## src/rtl/jtag_er2_writer.sv

```systemverilog
// Host-to-fabric write port on GW_JTAG ER2: oversamples the JTAG strobes, shifts in a DATA_W-bit word LSB-first, checks its length and presents it on valid/ready.
// Optional feature macro: JTAG_ER2_READBACK_EN (capture loads the last committed word so the host reads it back on TDO).
module jtag_er2_writer #(
  parameter int DATA_W      = 32,
  parameter int SYNC_STAGES = 2
) (
  input  logic              clk,
  input  logic              rst,
  input  logic              tck_i,
  input  logic              tdi_i,
  input  logic              enable_er2_i,
  input  logic              shift_dr_capture_dr_i,
  input  logic              update_dr_i,
  output logic              tdo_er2_o,
  output logic [DATA_W-1:0] data_o,
  output logic              data_valid_o,
  input  logic              data_ready_i,
  output logic              overflow_o,
  output logic              len_err_o
);

  localparam int CNT_W = $clog2(DATA_W + 2);
  localparam logic [CNT_W-1:0] CNT_FULL = CNT_W'(DATA_W);
  localparam logic [CNT_W-1:0] CNT_SAT  = CNT_W'(DATA_W + 1);

  localparam int B_TCK = 0;
  localparam int B_TDI = 1;
  localparam int B_EN  = 2;
  localparam int B_SDR = 3;
  localparam int B_UPD = 4;

  typedef enum logic [1:0] {
    S_IDLE,
    S_CAPTURE,
    S_SHIFT
  } state_t;

  logic [4:0]        r_sync [SYNC_STAGES];
  logic              r_tckPrev;
  logic              r_enPrev;
  logic              r_sdrPrev;
  logic              r_updPrev;
  logic              r_tckRise;
  logic              r_tckFall;
  logic              r_tdi;
  logic              r_active;
  logic              r_activeRise;
  logic              r_updRise;
  state_t            r_state;
  state_t            w_stateNext;
  logic              w_load;
  logic              w_shift;
  logic [DATA_W-1:0] w_loadVal;
  logic [DATA_W-1:0] r_dr;
  logic [CNT_W-1:0]  r_bitCnt;
  logic [4:0]        w_synced;
  logic              w_active;
  logic              w_activePrev;

  assign w_synced     = r_sync[SYNC_STAGES-1];
  assign w_active     = w_synced[B_EN] & w_synced[B_SDR];
  assign w_activePrev = r_enPrev & r_sdrPrev;

  // Synchronizer chain, one extra stage for edge detection, then a registered event stage.
  always_ff @(posedge clk) begin
    if (rst) begin
      for (int k = 0; k < SYNC_STAGES; k++) r_sync[k] <= '0;
      r_tckPrev    <= 1'b0;
      r_enPrev     <= 1'b0;
      r_sdrPrev    <= 1'b0;
      r_updPrev    <= 1'b0;
      r_tckRise    <= 1'b0;
      r_tckFall    <= 1'b0;
      r_tdi        <= 1'b0;
      r_active     <= 1'b0;
      r_activeRise <= 1'b0;
      r_updRise    <= 1'b0;
    end else begin
      r_sync[0] <= {update_dr_i, shift_dr_capture_dr_i, enable_er2_i, tdi_i, tck_i};
      for (int k = 1; k < SYNC_STAGES; k++) r_sync[k] <= r_sync[k-1];
      r_tckPrev    <= w_synced[B_TCK];
      r_enPrev     <= w_synced[B_EN];
      r_sdrPrev    <= w_synced[B_SDR];
      r_updPrev    <= w_synced[B_UPD];
      r_tckRise    <= w_synced[B_EN] & w_synced[B_TCK] & ~r_tckPrev;
      r_tckFall    <= w_synced[B_EN] & ~w_synced[B_TCK] & r_tckPrev;
      r_tdi        <= w_synced[B_TDI];
      r_active     <= w_active;
      r_activeRise <= w_active & ~w_activePrev;
      r_updRise    <= w_synced[B_EN] & w_synced[B_UPD] & ~r_updPrev;
    end
  end

  always_ff @(posedge clk) begin
    if (rst) r_state <= S_IDLE;
    else     r_state <= w_stateNext;
  end

  always_comb begin
    w_stateNext = r_state;
    w_load      = 1'b0;
    w_shift     = 1'b0;
    case (r_state)
      S_IDLE: begin
        if (r_activeRise) begin
          w_load      = 1'b1;
          w_stateNext = S_CAPTURE;
        end
      end
      S_CAPTURE: begin
        // The first TCK rise here is the Capture-DR clock and shifts nothing.
        if (!r_active)      w_stateNext = S_IDLE;
        else if (r_tckRise) w_stateNext = S_SHIFT;
      end
      S_SHIFT: begin
        if (!r_active) w_stateNext = S_IDLE;
        else           w_shift = r_tckRise;
      end
      default: w_stateNext = S_IDLE;
    endcase
  end

`ifdef JTAG_ER2_READBACK_EN
  assign w_loadVal = data_o;
`else
  assign w_loadVal = '0;
`endif

  // Update is evaluated after the handshake so a coincident update overrides the transfer.
  always_ff @(posedge clk) begin
    if (rst) begin
      r_dr         <= '0;
      r_bitCnt     <= '0;
      tdo_er2_o    <= 1'b0;
      data_o       <= '0;
      data_valid_o <= 1'b0;
      overflow_o   <= 1'b0;
      len_err_o    <= 1'b0;
    end else begin
      if (w_load) begin
        r_dr     <= w_loadVal;
        r_bitCnt <= '0;
      end else if (w_shift) begin
        r_dr <= {r_tdi, r_dr[DATA_W-1:1]};
        if (r_bitCnt != CNT_SAT) r_bitCnt <= r_bitCnt + 1'b1;
      end
      if (r_tckFall) tdo_er2_o <= r_dr[0];
      if (data_valid_o && data_ready_i) data_valid_o <= 1'b0;
      if (r_updRise) begin
        r_bitCnt <= '0;
        if (r_bitCnt != CNT_FULL) begin
          len_err_o <= 1'b1;
        end else if (data_valid_o && !data_ready_i) begin
          overflow_o <= 1'b1;
        end else begin
          data_o       <= r_dr;
          data_valid_o <= 1'b1;
        end
      end
    end
  end

endmodule

```

## config.mk

```make
export PLATFORM = sky130hd
export DESIGN_NAME = jtag_er2_writer
export DESIGN_NICKNAME = d
export VERILOG_FILES = /design/src/rtl/jtag_er2_writer.sv
export SDC_FILE = /design/constraint.sdc
export NUM_CORES = 1
export LEC_CHECK = 0
export BUFFER_PORTS_ARGS = -buffer_cell sky130_fd_sc_hd__buf_2
export CORE_MARGIN = 8
export CORE_UTILIZATION = 48
export DETAILED_ROUTE_END_ITERATION = 16
export PLACE_DENSITY = 0.7
export SLEW_MARGIN = 20
export SYNTH_ARGS = -nofsm -noshare
export SYNTH_HDL_FRONTEND = slang
export SYNTH_SLANG_ARGS = --single-unit
```

## constraint.sdc

```tcl
create_clock -name clk -period 1.4 [get_ports clk]
set_input_delay 0.07 -clock clk [delete_from_list [all_inputs] [get_ports clk]]
set_output_delay 0.07 -clock clk [all_outputs]
set_load 0.005 [all_outputs]
```

# ---- Word level (Yosys, flattened, before mapping)
# Memories as Yosys holds them, arrays and structs flattened.
# Index checks and enable logic that the tools add are counted.
dict set report word_totals {
  memories 1
  reg_bits 86
  ramBits 10
  output_inout_bits 36
  in_bits 8
}
dict set report classes {
  bitwise 17
  n_reduce_logical 11
  eq_ne 7
  mux 18
  n_addsub 1
}
# name words word_bits rd rd_clocked_by_memory_dff wr line_no
set memory_table {}
lappend memory_table {r_sync 2 5 2 0 2 38} ;# logic [4:0] r_sync [SYNC_STAGES];
# operator count
set op_table {}
lappend op_table {{$ne A6 B6 Y1 const B} 2}
lappend op_table {{$mux W1} 11}
lappend op_table {{$mux W5} 2}
lappend op_table {{$and A1 B1 Y1} 9}
lappend op_table {{$reduce_and A3 Y1} 3}
lappend op_table {{$mux W2} 4}
lappend op_table {{$add A6 B1 Y6 const B} 1}
lappend op_table {{$not A1 Y1} 6}
lappend op_table {{$pmux W2 S3} 1}
lappend op_table {{$ne A2 B2 Y1 const B} 2}
lappend op_table {{$reduce_and A2 Y1} 2}
lappend op_table {{$ne A3 B3 Y1 const B} 1}
lappend op_table {{$reduce_or A3 Y1} 1}
lappend op_table {{$eq A2 B1 Y1 const B} 1}
lappend op_table {{$eq A2 B2 Y1 const B} 1}
lappend op_table {{$logic_and A1 B1 Y1} 2}
lappend op_table {{$logic_not A2 Y1} 1}
lappend op_table {{$or A1 B1 Y1} 2}
lappend op_table {{$reduce_or A2 Y1} 1}
lappend op_table {{$logic_not A1 Y1} 1}

# ---- Depth between registers and ports, before layout
dict set report logic_depth {
  word_depth 5
  mapped_depth 7
}

# ---- Least setup slack after synthesis
# OpenSTA, ideal clock, no wires.
dict set report synth_path {
  path_kind {register to register}
  from {register r_bitCnt[2]}
  to {register data_o[2]}
  setup_time_ps 132
  arrival_time_ps 1450
  setup_slack_ps -182
  n_path_buf 2
  period_less_slack_ps 1582
  stages_incl_launch_ff 6
  path_cell_list {dfxtp_1 -> or4b_1 -> buf_6 -> buf_8 -> o31ai_1 -> a21oi_1}
}
dict set report synth_between {
  elab_chain_cells 3
}
# element line_no
set synth_rtl {}
lappend synth_rtl {{from (decl)} 55} ;# logic [CNT_W-1:0] r_bitCnt;
lappend synth_rtl {{from (signal assigned)} 145} ;# if (r_bitCnt != CNT_SAT) r_bitCnt <= r_bitCnt + 1'b1;
lappend synth_rtl {{$ne A6 B6 Y1} 151} ;# if (r_bitCnt != CNT_FULL) begin
lappend synth_rtl {{$not A1 Y1 (no source line)} n/a}
lappend synth_rtl {{$reduce_and A3 Y1 (no source line)} n/a}
lappend synth_rtl {{to (signal assigned)} 156} ;# data_o <= r_dr;
lappend synth_rtl {{to (decl)} 15} ;# output logic [DATA_W-1:0] data_o,
# No other way between the ends.
# A chain may end at the register's enable or synchronous reset.

# ---- Worst setup path after layout
dict set report layout_path {
  from {register r_bitCnt[4]}
  to {register data_o[30]}
}
# The elaborated chain is that of the path after synthesis.

==> run summary <==
After detailed routing, the number of vias per cell comes to 5.44. The arrival time of data at the critical path endpoint is 1.75 ns. For this run, design rule violations remaining after detail routing come to 0. The floorplan has 31 rows. Clock tree root buffer cell: clkbuf_8. The vias after detailed routing came out at 3,068. The part of the Yosys area used for sequential elements is 52.8%, and the TritonCTS buffer count is 9. The logs give 0 for the total congestion overflow after global routing and 69.6% for the max-slew headroom at the worst pin.

In this run, the number of DRC markers left after iteration 0 of detailed routing was 168. On the worst path, the slowest cell contributes a delay of 0.56 ns. Registers are responsible for 60.3% of the overall power. The synthesized instance count came out at 406. The tools report the via count of the first global-routing pass as 3,003.

For this design, the slowest cell found on the critical path is or4b_4. The first-pass GRT wire length is 13,600 µm. Summed over all nets, the half-perimeter wirelength after detailed placement is 5380 µm. The part of the total power dissipated in the clock network is 37.4%. The final reports fail on negative setup slack.

The synthesized design spends more area on one cell type than any other, namely dfxtp_1. Net switching is 23.8% of the power. For the number of setup violations in the final report, the log shows 35. Detailed-route wire length: 8190 µm.

Counting instances in the post-synthesis netlist gives the leading cell types as dfxtp_1, a21oi_1, nand2_1. The tree built by TritonCTS fans out to 96 sinks. TritonCTS built the clock tree. The worst-case setup margin in the final layout was -0.0995 ns. Among cell families on the critical path, the largest total delay comes from simple AND/OR/NAND/NOR gates. The share of Yosys cell area claimed by the top area cell type was 52.8%.

The final number of max-transition violations came out at 0. The sum of buffers and inverters on the critical path works out to 1. The tools report the die outline area as 10,600 µm². Yosys mapped the design onto 34 distinct sky130hd cell types.

In this run the worst hold path is classified as in2reg. The internal power was 3470 µW; the mean cell area of the mapped netlist was 8.97 µm². From bottom edge to top edge, the die measures 103 µm.

Routability-driven placement finished with a final weighted congestion of 0.769. The tools report the launching element type of the critical path as a register. The run gives 34 as the largest net degree at the start of global routing.

Based on the critical path, the design can be clocked at up to 667 MHz. The synthesized design contains 0 enable-type register cells. STA classifies the critical path endpoint as a register. The tool flagged a number of max-cap violations equal to 0.

Walking the worst path, the cells encountered are or4b_4, buf_12, o31ai_4, a21oi_1. For this run, the leading register cell type out of synthesis is dfxtp_1. The clock slew seen by the registers of the worst setup and hold paths came out at 0.09 ns.

At the worst endpoint, the required time is 1.65 ns. VDD sags by at most 789 µV. Summed over all nets, the switching power comes to 1080 µW.

Of all flip-flops after synthesis, the portion carrying an async set or reset was 0%. Clock tree skew after final layout: 0.00978 ns. At the pin with the least slew margin, the transition time is 0.456 ns. The die outline width is 103 µm, and the mean routed wirelength per cell is 14.5 µm. By instance count, the leading cell after synthesis is dfxtp_1. The net count of the finished layout is 471.

By area the synthesized netlist is led by dfxtp_1, a21oi_1, nand2_1. The area of the mapped netlist was 3640 µm²; the number of buffers on the longest clock path was 2. The tools report the number of warnings printed during yosys synthesis as 0. Classification of the worst setup path: reg2reg. The total power after layout is 4560 µW, and the fraction of final layout cells with drive strength greater than 1 is 24.5%.

For this design the static power due to leakage is 0.00163 µW. The number of detailed-routing iterations run before antenna repair came out at 4. The count of input and output buffers came out at 43. For the final count of hold timing violations, the log shows 0. Synthesis produced a netlist with a net count of 417. The run finished, with violations left. For this configuration, the core starts out at a cell density of 49.9%. Combinational cells account for 2.3% of the total power. After layout, the minimum clock period comes to 1.50 ns.

In this run the number of H-tree levels came out at 3. The final critical-path share of the clock period was 107%; the standard cell core area was 7290 µm². The growth of design area from synthesis to finish was 23.2%.

The synthesized design contains 96 register bits. Of all nets on the critical path, the largest fanout is 19. For this design the ratio of total power to cell area is 1020 nW/µm². For this run, the total global-route usage over all layers was measured as 16.0%. The tools report the top-level I/O count as 44. The detail route stage leaves a number of antenna-violating nets equal to 0. The logs give 0.36 ns for the insertion delay of the later-clocked pin in the worst-skew pair and 0 for the total inserted antenna cells.

On the final layout, the worst hold slack is 0.256 ns. For the number of antenna violations at the first check in global routing, the log shows 0. Setup repair after global routing could not meet its margin everywhere.
[routing by layer]
metal	routed length, µm	GRT usage, %	vias to the layer above
li1	-	-	1541
met5	0	0	-
met1	3660	18.4	1451
met3	421	4.46	6
met4	54	5.56	0
met2	4060	27.8	70
[power groups by stage]
stage               combinational [µW]  sequential, µW  clock [µW]
CTS                                103            2750        1750
global placement                  88.0            2810           0
global route                       114            2750        1860
floorplan                         57.6            2810           0
detailed placement                90.1            2820           0
finish                             104            2750        1700
[cell usage in the layout (no fill, tap or decap), types with 2 or more instances in the layout]
| cell | count |
|---|---|
| a21oi_1 | 67 |
| a21oi_2 | 3 |
| and2_1 | 2 |
| buf_12 | 4 |
| buf_2 | 43 |
| buf_4 | 22 |
| buf_6 | 6 |
| clkbuf_16 | 2 |
| clkbuf_8 | 9 |
| dfxtp_1 | 92 |
| dfxtp_2 | 3 |
| dlygate4sd3_1 | 6 |
| ha_1 | 2 |
| inv_1 | 7 |
| inv_6 | 2 |
| inv_8 | 2 |
| mux2i_1 | 4 |
| nand2_1 | 68 |
| nand2b_1 | 3 |
| nand3_1 | 7 |
| nand4_1 | 33 |
| nor2_1 | 3 |
| nor2b_1 | 14 |
| nor3b_1 | 4 |
| o21ai_1 | 2 |
| o31ai_1 | 25 |
| o31ai_2 | 6 |
| o31ai_4 | 2 |
[state kept, by name (all words and copies together) (netlist names), 2 cells and up]
signal,cells
r_state,2
r_dr,32
r_sync,10
r_bitCnt,6
data_o,32
[cell type report]
| class | instances | area [µm²] |
|---|---|---|
| Sequential cell | 96 | 1930 |
| Timing Repair Buffer | 83 | 638 |
| Clock inverter | 7 | 61.3 |
| Tap cell | 99 | 124 |
| Inverter | 7 | 26.3 |
| Fill cell | 662 | 2800 |
| Clock buffer | 9 | 124 |
| Multi-Input combinational cell | 263 | 1590 |
[worst paths after layout]
path                                 start                      end  slack (ns)  cells past startpoint
hold reg to reg       r_updPrev$_SDFF_PP0_     r_updRise$_SDFF_PP0_        0.40                      1
setup / recovery  r_bitCnt[4]$_SDFFE_PP0P_  data_o[30]$_SDFFE_PP0P_        -0.1                      4
hold / removal                data_ready_i  data_valid_o$_SDFF_PP0_        0.26                      4
setup reg to reg  r_bitCnt[4]$_SDFFE_PP0P_  data_o[30]$_SDFFE_PP0P_        -0.1                      4
[repair_timing]
item                       4_1_cts  5_1_grt
gates resized for setup          9       23
setup buffers                    2        2
hold buffers                     6        0
hold endpoints to repair         8        0
cloned                           0        2
setup endpoints to repair       36       39
pin swaps                        0        4
[cell families after synthesis]
kind of cell | Yosys count | share of synthesized area (%)
fa+ha+maj | 3 | 1.03
mux | 4 | 1.10
buf+inv | 47 | 6.29
simple gates | 145 | 20.9
flops | 96 | 52.8
compound gates | 111 | 18.0
[worst reg2reg max path: stages (launching register included)]
cell and delay, ns:
dfxtp_2 0.33, or4b_4 0.56, buf_12 0.18, o31ai_4 0.25
a21oi_1 0.08
[per-stage QoR]
stage	area (µm²)	setup TNS [ns]	utilization, %	cells	setup WS, ns
finish	4490	-2.13	61.5	564	-0.0995
floorplan	3650	-3.31	-	406	-0.109
global route	4490	-4.03	61.5	564	-0.149
global placement	4030	-1.65	55.3	536	-0.118
CTS	4330	-2.03	59.4	560	-0.0955
detailed placement	4030	-2.92	55.3	536	-0.146
(Power assumes the default switching activity.)
